<file path="src/rtl/lasernet_pkg.sv">
`default_nettype none
// +------------------------------------------------------------------+
// | lasernet_pkg                                                     |
// | Shared frame constants and assembler state encoding.             |
// | Rev 1.0                                                          |
// +------------------------------------------------------------------+
package lasernet_pkg;

  localparam int PACKET_BYTES = 36;
  localparam int PACKET_W     = 288;
  localparam int OCTET_W      = 32;
  localparam logic [7:0] SOF_DEFAULT = 8'hA5;

  typedef enum logic [0:0] {
    IDLE    = 1'b0,
    COLLECT = 1'b1
  } asm_state_t;

endpackage
`default_nettype wire

</file>
<file path="src/rtl/pkt_timeout_timer.sv">
`default_nettype none
// +------------------------------------------------------------------+
// | pkt_timeout_timer                                                |
// | Counts run cycles since clear; expire marks the run cycle whose  |
// | increment would bring the count to TIMEOUT_CYCLES-1.             |
// | Rev 1.0                                                          |
// +------------------------------------------------------------------+
module pkt_timeout_timer #(
  parameter int TIMEOUT_CYCLES = 65536
) (
  input  logic clk,
  input  logic rst,
  input  logic clear,
  input  logic run,
  output logic expire
);

  localparam int CW = (TIMEOUT_CYCLES > 2) ? $clog2(TIMEOUT_CYCLES) : 1;
  localparam logic [CW-1:0] LIMIT = CW'(TIMEOUT_CYCLES - 2);

  logic [CW-1:0] count;

  // clear has priority so a byte landing on the expiry cycle restarts the wait
  assign expire = run && !clear && (count == LIMIT);

  always_ff @(posedge clk or posedge rst) begin
    if (rst) begin
      count <= '0;
    end else if (clear || expire) begin
      count <= '0;
    end else if (run) begin
      count <= count + CW'(1);
    end
  end

endmodule
`default_nettype wire

</file>
<file path="src/rtl/packet_assembler.sv">
`default_nettype none
// +------------------------------------------------------------------+
// | packet_assembler                                                 |
// | Hunts SOF, shifts in a fixed-length frame, strobes ready, aborts |
// | on inter-byte timeout. Optional macro: PKT_ASM_STATS_EN.         |
// | Rev 1.0                                                          |
// +------------------------------------------------------------------+
module packet_assembler
  import lasernet_pkg::*;
#(
  parameter logic [7:0] SOF_BYTE       = SOF_DEFAULT,
  parameter int         NUM_BYTES      = PACKET_BYTES,
  parameter int         TIMEOUT_CYCLES = 65536
) (
  input  logic                   clk,
  input  logic                   reset,
  input  logic [7:0]             byte_in,
  input  logic                   byte_valid,
  output logic [NUM_BYTES*8-1:0] packet,
  output logic                   ready,
  output logic                   frame_err,
  output logic                   busy
`ifdef PKT_ASM_STATS_EN
  ,
  output logic [15:0]            good_frames,
  output logic [15:0]            bad_frames
`endif
);

  localparam int W = NUM_BYTES * 8;
  localparam logic [5:0] LAST = 6'(NUM_BYTES - 1);

  asm_state_t   state;
  logic [5:0]   byte_cnt;
  logic [W-1:0] shift;
  logic         expire;

  pkt_timeout_timer #(
    .TIMEOUT_CYCLES(TIMEOUT_CYCLES)
  ) u_timer (
    .clk    (clk),
    .rst    (reset),
    .clear  ((state == IDLE) || byte_valid),
    .run    ((state == COLLECT) && !byte_valid),
    .expire (expire)
  );

  always_ff @(posedge clk or posedge reset) begin
    if (reset) begin
      state     <= IDLE;
      packet    <= '0;
      ready     <= 1'b0;
      frame_err <= 1'b0;
      busy      <= 1'b0;
      byte_cnt  <= '0;
      shift     <= '0;
    end else begin
      ready     <= 1'b0;
      frame_err <= 1'b0;
      case (state)
        IDLE: begin
          if (byte_valid && (byte_in == SOF_BYTE)) begin
            state    <= COLLECT;
            busy     <= 1'b1;
            byte_cnt <= '0;
          end
        end
        COLLECT: begin
          if (byte_valid) begin
            shift <= {shift[W-9:0], byte_in};
            if (byte_cnt == LAST) begin
              packet   <= {shift[W-9:0], byte_in};
              ready    <= 1'b1;
              state    <= IDLE;
              busy     <= 1'b0;
              byte_cnt <= '0;
            end else begin
              byte_cnt <= byte_cnt + 6'd1;
            end
          end else if (expire) begin
            frame_err <= 1'b1;
            state     <= IDLE;
            busy      <= 1'b0;
            byte_cnt  <= '0;
          end
        end
        default: begin
          state <= IDLE;
          busy  <= 1'b0;
        end
      endcase
    end
  end

`ifdef PKT_ASM_STATS_EN
  always_ff @(posedge clk or posedge reset) begin
    if (reset) begin
      good_frames <= '0;
      bad_frames  <= '0;
    end else begin
      if (ready && (good_frames != 16'hFFFF)) good_frames <= good_frames + 16'd1;
      if (frame_err && (bad_frames != 16'hFFFF)) bad_frames <= bad_frames + 16'd1;
    end
  end
`endif

endmodule
`default_nettype wire

</file>
<file path="config.mk">
export PLATFORM = sky130hd
export DESIGN_NAME = packet_assembler
export DESIGN_NICKNAME = d
export VERILOG_FILES = /design/src/rtl/lasernet_pkg.sv /design/src/rtl/pkt_timeout_timer.sv /design/src/rtl/packet_assembler.sv
export SDC_FILE = /design/constraint.sdc
export NUM_CORES = 1
export LEC_CHECK = 0
export ABC_AREA = 1
export CAP_MARGIN = 5
export CORE_MARGIN = 1.5
export CORE_UTILIZATION = 50
export CTS_CLUSTER_DIAMETER = 120
export DETAILED_ROUTE_END_ITERATION = 12
export HOLD_SLACK_MARGIN = 0.05
export PLACE_DENSITY = 0.73
export SYNTH_ARGS = -nofsm -noshare
export SYNTH_HDL_FRONTEND = slang
export SYNTH_SLANG_ARGS = --single-unit
export TNS_END_PERCENT = 100
</file>
<file path="constraint.sdc">
create_clock -name clk -period 34.5 [get_ports clk]
set_input_delay 5.175 -clock clk [delete_from_list [all_inputs] [get_ports clk]]
set_output_delay 5.175 -clock clk [all_outputs]
set_load 0.005 [all_outputs]
</file>
* Word level (Yosys, flattened, before mapping)
Cells that the tools add are included.
** Storage, ports and cells
- Logic and storage cells :: 53
- Bits of input ports :: 11
- Flip-flop bits (word level) :: 594
- Output and inout bits :: 291
** Cells by class
- Muxes and demuxes :: 23
- Add/subtract/negate cells :: 2
- Reductions and logical operators :: 13
- Bitwise logic cells :: 1
- Eq/ne operators :: 6
** Operators with widths (number)
- 16-bit 2-to-1 mux :: 2
- 6-bit 2-to-1 mux :: 4
- 16-bit by 1-bit adder with 16-bit output, second input constant :: 1
- 16-bit == test, second input constant :: 1
- 1-bit 2-to-1 mux :: 14
- 6-bit one-hot mux with 2 select lines :: 1
- 8-bit == test, second input constant :: 1
- 6-bit by 1-bit adder with 6-bit output, second input constant :: 1
- 6-bit == test, second input constant :: 1
- 3-bit by 2-bit inequality test with 1-bit output, second input constant :: 2
- 3-bit AND reduction :: 2
- 1-bit logical AND :: 4
- 1-bit one-hot mux with 2 select lines :: 2
- 2-bit AND reduction :: 2
- 1-bit logical NOT :: 2
- 1-bit logical OR :: 2
- 2-bit by 1-bit inequality test with 1-bit output, second input constant :: 1
- 2-bit nonzero test :: 1
- 1-bit NOT :: 1

* Longest topological paths before layout
- Depth after elaboration :: 8
- Depth in mapped cells :: 11
- Gate-level depth less buffers :: 9

* Cells and area by module
Synthesis repeated with hierarchy kept, for this count alone.
** Second synthesis, totals
- Cell total of the unflattened synthesis :: 2323
- Area total of the unflattened synthesis :: 23526.3 um^2
** By module, submodules not included
- packet_assembler :: area each 22477.8 um^2, instances 1, cells each 2179, seq. area each 14463.9 um^2
- pkt_timeout_timer :: area each 1048.5 um^2, instances 1, cells each 144, seq. area each 400.4 um^2

* Worst setup path after synthesis
Ideal clock, no wire load.
- Path kind :: input-to-reg
- Start point :: in byte_valid
- End point :: reg shift[0]
- Path slack :: 28.399 ns
- Stages :: 5
- Path buffers :: 3
- Setup time :: 0.130 ns
- Data required time :: 34.370 ns
- Arrival :: 5.970 ns
- Cells stage by stage :: nand2_1 > buf_2 > buf_2 > buf_1 > o21ai_1
** On the way
- Longest elaborated chain between the ends :: 1
** RTL lines
- start, declared :: line packet_assembler.sv:18 : input logic byte_valid,
- 2-bit AND reduction (no line)
- end signal, assigned :: line packet_assembler.sv:70 : shift <= {shift[W-9:0], byte_in};
- end, declared :: line packet_assembler.sv:35 : logic [W-1:0] shift;
No other way between the ends.
A chain may end at the register's enable or synchronous reset.

* Final worst setup path
- Start point :: in byte_valid
- End point :: reg packet[16]
** On the way
- Longest elaborated chain between the ends :: 1
** RTL lines
- 3-bit AND reduction (no line)
- end signal, assigned :: line packet_assembler.sv:72 : packet <= {shift[W-9:0], byte_in};
- end, declared :: line packet_assembler.sv:19 : output logic [NUM_BYTES*8-1:0] packet,
No other way between the ends.

==> out/qor.yml <==
initialDrtViolationCount: 1435
gr-max-usage-layer: "met2"
nNetsFinal: 2574
power.switching_fraction_pct: 22.5
h-tree-depth: 2
grtUsageMet2_pct: 34.3
synth_top_cell_by_area: "sky130_fd_sc_hd__dfrtp_1"
count_of_yosys_warnings_during_synthesis: 0
first_pass_iters: 12
internal_power_w: 0.00110
floorplan.io_pins: 302
fp-row-count: 79
first_global_vias: 15924
postCtsResizedCells: 0
final_min_period_over_clock_period_pct: 28.7
setup_total_negative_slack_ps: 0
mappedNetlistArea_um2: 23800
grtUsageMet3_pct: 3.92
post_layout_nonfiller_instances: 3216
dominantRegCellSynth: "sky130_fd_sc_hd__dfrtp_1"
antenna_cells_inserted: 0
routed_wirelength_mm: 50.5
numPortBuffers: 301
placedCellCount: 3106
net_switching_power_figure_w: 0.000321
synth_enable_flop_cells: 0
floorplan.core_area_um2: 46800
setup.worst_path.end_class: "register"
timing.fmax_mhz: 101
async_reset_ff_share_pct: 100
worstPathArrival_ps: 10420
leakage_nw: 12.1
die_outline_height_um: 221
sequentialPowerShare_pct: 50.5
r2r_setup_slack_ps: 29330
finalHoldViolCount: 0
die_width_um: 221
vias: 15884
terminus_of_the_critical_flop_to_flop_path: "packet[16]"
type_of_element_launching_the_critical_path: "primary input"
total_power_w: 0.00142
synth_cells: 2308
grt_overflow: 0
worst_hold_startpoint: "shift[272]"
synthToLayoutAreaGrowth_pct: 20.9
maximum_buffer_depth_of_the_clock_tree: 3
ctsRootBufferMaster: "sky130_fd_sc_hd__clkbuf_16"
finalSetupViolCount: 0
holdCritPathClass: "register to register"
failed_checks: "DRC"
cts-buffers-inserted: 59
worstSkewPairLatency_ps: 610
fin_crit_ps: 9910
routed_via_density: 4.94
syn_area_per_cell_um2: 10.3
maxSlewViolCount: 0
register_area_share_after_synthesis_pct: 62.5
rsz0062_at_grt: "no"
grt.met1_usage_pct: 28.7
power_frac_clock_pct: 45.3
worst_pin_slew_ps: 1110
post_cts_hold_buffer_count: 0
status: "finished with violations"
synth_cell_type_count: 26
total_die_area_um2: 48900
holdPathEnd: "packet[280]"
clock-skew-final_ps: 18.1
drt_drc_violations_left: 16
grt_max_degree: 152
yosys_register_bits: 594
cts.repair_timing.setup_buffer_count: 0
reg_clk_slew_reported_paths_ps: 60
floorplan.initialDensity_pct: 50.9
pwr-share-comb_pct: 4.3
grt_first_pass_wirelength_mm: 83.5
relative_slew_slack_pct: 25.8
ff2ff_path_depth: 8
power.density_nw_per_um2: 49.5
drtAntennaViolNets: 0
cp.required_ps: 35010
drive_above_1_share_pct: 19.3
reg_to_reg_startpoint: "state"
cts.sink_count: 594
cts_tree: "built"
wl_per_cell_um: 15.7
dp_hpwl_mm: 33.7
hold-path-cell-count: 2
synth.top_cells.by_area: "sky130_fd_sc_hd__dfrtp_1, sky130_fd_sc_hd__o21ai_1, sky130_fd_sc_hd__o21ai_2, sky130_fd_sc_hd__nand2_1, sky130_fd_sc_hd__nand2_2"
antenna_violations_before_repair: 0
synth_top_area_share_pct: 62.5
grt_util_all_layers_pct: 20.9
synth_fp_nets: 2322
max-cap-violations: 0
critPathKind: "primary input to register"
ir_drop_mv: 0.0330
gpl.final_weighted_congestion: 0.799
worstPathMaxFanout: 151
==> metrics by stage <==
| stage | setup WS (ps) | util (%) | hold WS, ps | cell area (µm²) |
|---|---|---|---|---|
| after global placement | 24120 | 57.3 | 460 | 26800 |
| final | 24590 | 61.5 | 464 | 28800 |
| after CTS | 24680 | 61.5 | 471 | 28800 |
| after detailed placement | 24070 | 57.3 | 454 | 26800 |
| after global routing | 24260 | 61.5 | 504 | 28800 |
| after floorplan | 12700 | - | 442 | 23800 |
==> routing by layer <==
layer,vias to the layer above,routed length [µm]
li1,7811,-
met1,7727,22700
met2,288,24500
met3,58,2370
met4,0,982
met5,-,0
==> final cells by class <==
cell class                 count  area, µm²
clock inverter                15        160
tap                          607        759
multi-input combinational   1281       6860
fill                        3862      18000
clock buffer                  95       1810
inverter                     307       1160
timing repair buffer         317       3150
sequential                   594      14900
==> Yosys cell counts (all sizes together) (4+ instances only) <==
library cell,n
clkbuf,31
o21ai,566
nor2,33
nor3,6
nand2,636
dfrtp,594
nand3,17
nand4,4
inv,307
a21oi,5
buf,95
==> state kept, by name, summed over array words and instances (netlist names) <==
signal and cells:
byte_cnt 6, u_timer.count 16, busy 1, state 1, ready 1, packet 288
frame_err 1, shift 280
==> cell usage in the layout (no fill, tap or decap), types with 5 or more instances in the layout <==
cell type | synthesis | routed
sky130_fd_sc_hd__nor2_1 | 31 | 31
sky130_fd_sc_hd__buf_4 | 0 | 15
sky130_fd_sc_hd__o21ai_1 | 375 | 375
sky130_fd_sc_hd__clkbuf_16 | 0 | 61
sky130_fd_sc_hd__a21oi_1 | 5 | 5
sky130_fd_sc_hd__o21ai_2 | 191 | 191
sky130_fd_sc_hd__dfrtp_1 | 594 | 594
sky130_fd_sc_hd__clkdlybuf4s50_1 | 0 | 301
sky130_fd_sc_hd__inv_1 | 299 | 298
sky130_fd_sc_hd__clkbuf_1 | 31 | 18
sky130_fd_sc_hd__nand2_1 | 445 | 444
sky130_fd_sc_hd__clkbuf_8 | 0 | 16
sky130_fd_sc_hd__clkinv_2 | 0 | 10
sky130_fd_sc_hd__inv_2 | 8 | 8
sky130_fd_sc_hd__nor3_1 | 5 | 5
sky130_fd_sc_hd__nand2_2 | 191 | 190
sky130_fd_sc_hd__nand3_1 | 16 | 16
==> logic make-up after synthesis <==
logic type / count (synthesis) / synth area share, %
AOI/OAI and AO/OA: 573 / 15.1
xor gates and xnor gates: 6 / 0.221
adders and majority gates: 3 / 0.158
buffers and inverters: 433 / 8.76
DFF: 594 / 62.5
and+or+nand+nor: 699 / 13.3
==> worst max path at each step <==
stage,startpoint,to
after floorplan,reset,busy
after global placement,byte_valid,packet[30]
after detailed placement,byte_valid,packet[16]
after CTS,byte_valid,packet[49]
after global routing,byte_valid,packet[43]
final,byte_valid,packet[16]
==> worst max-delay path: stages <==
cell	delay [ps]
sky130_fd_sc_hd__clkdlybuf4s50_1	540
sky130_fd_sc_hd__nand2_4	730
sky130_fd_sc_hd__inv_2	180
sky130_fd_sc_hd__nand2_8	750
sky130_fd_sc_hd__buf_4	930
sky130_fd_sc_hd__buf_12	700
sky130_fd_sc_hd__buf_4	920
sky130_fd_sc_hd__nand2_2	100
sky130_fd_sc_hd__o21ai_2	100
==> power by group through the flow <==
stage	clock network (W)	registers, W	logic [W]
after floorplan	0	0.000730	0.0000486
after global placement	0	0.000731	0.0000606
after detailed placement	0	0.000731	0.0000621
after CTS	0.000659	0.000719	0.0000625
after global routing	0.000689	0.000720	0.0000701
final	0.000645	0.000719	0.0000608
No activity file was read; power rests on OpenSTA's default activity.
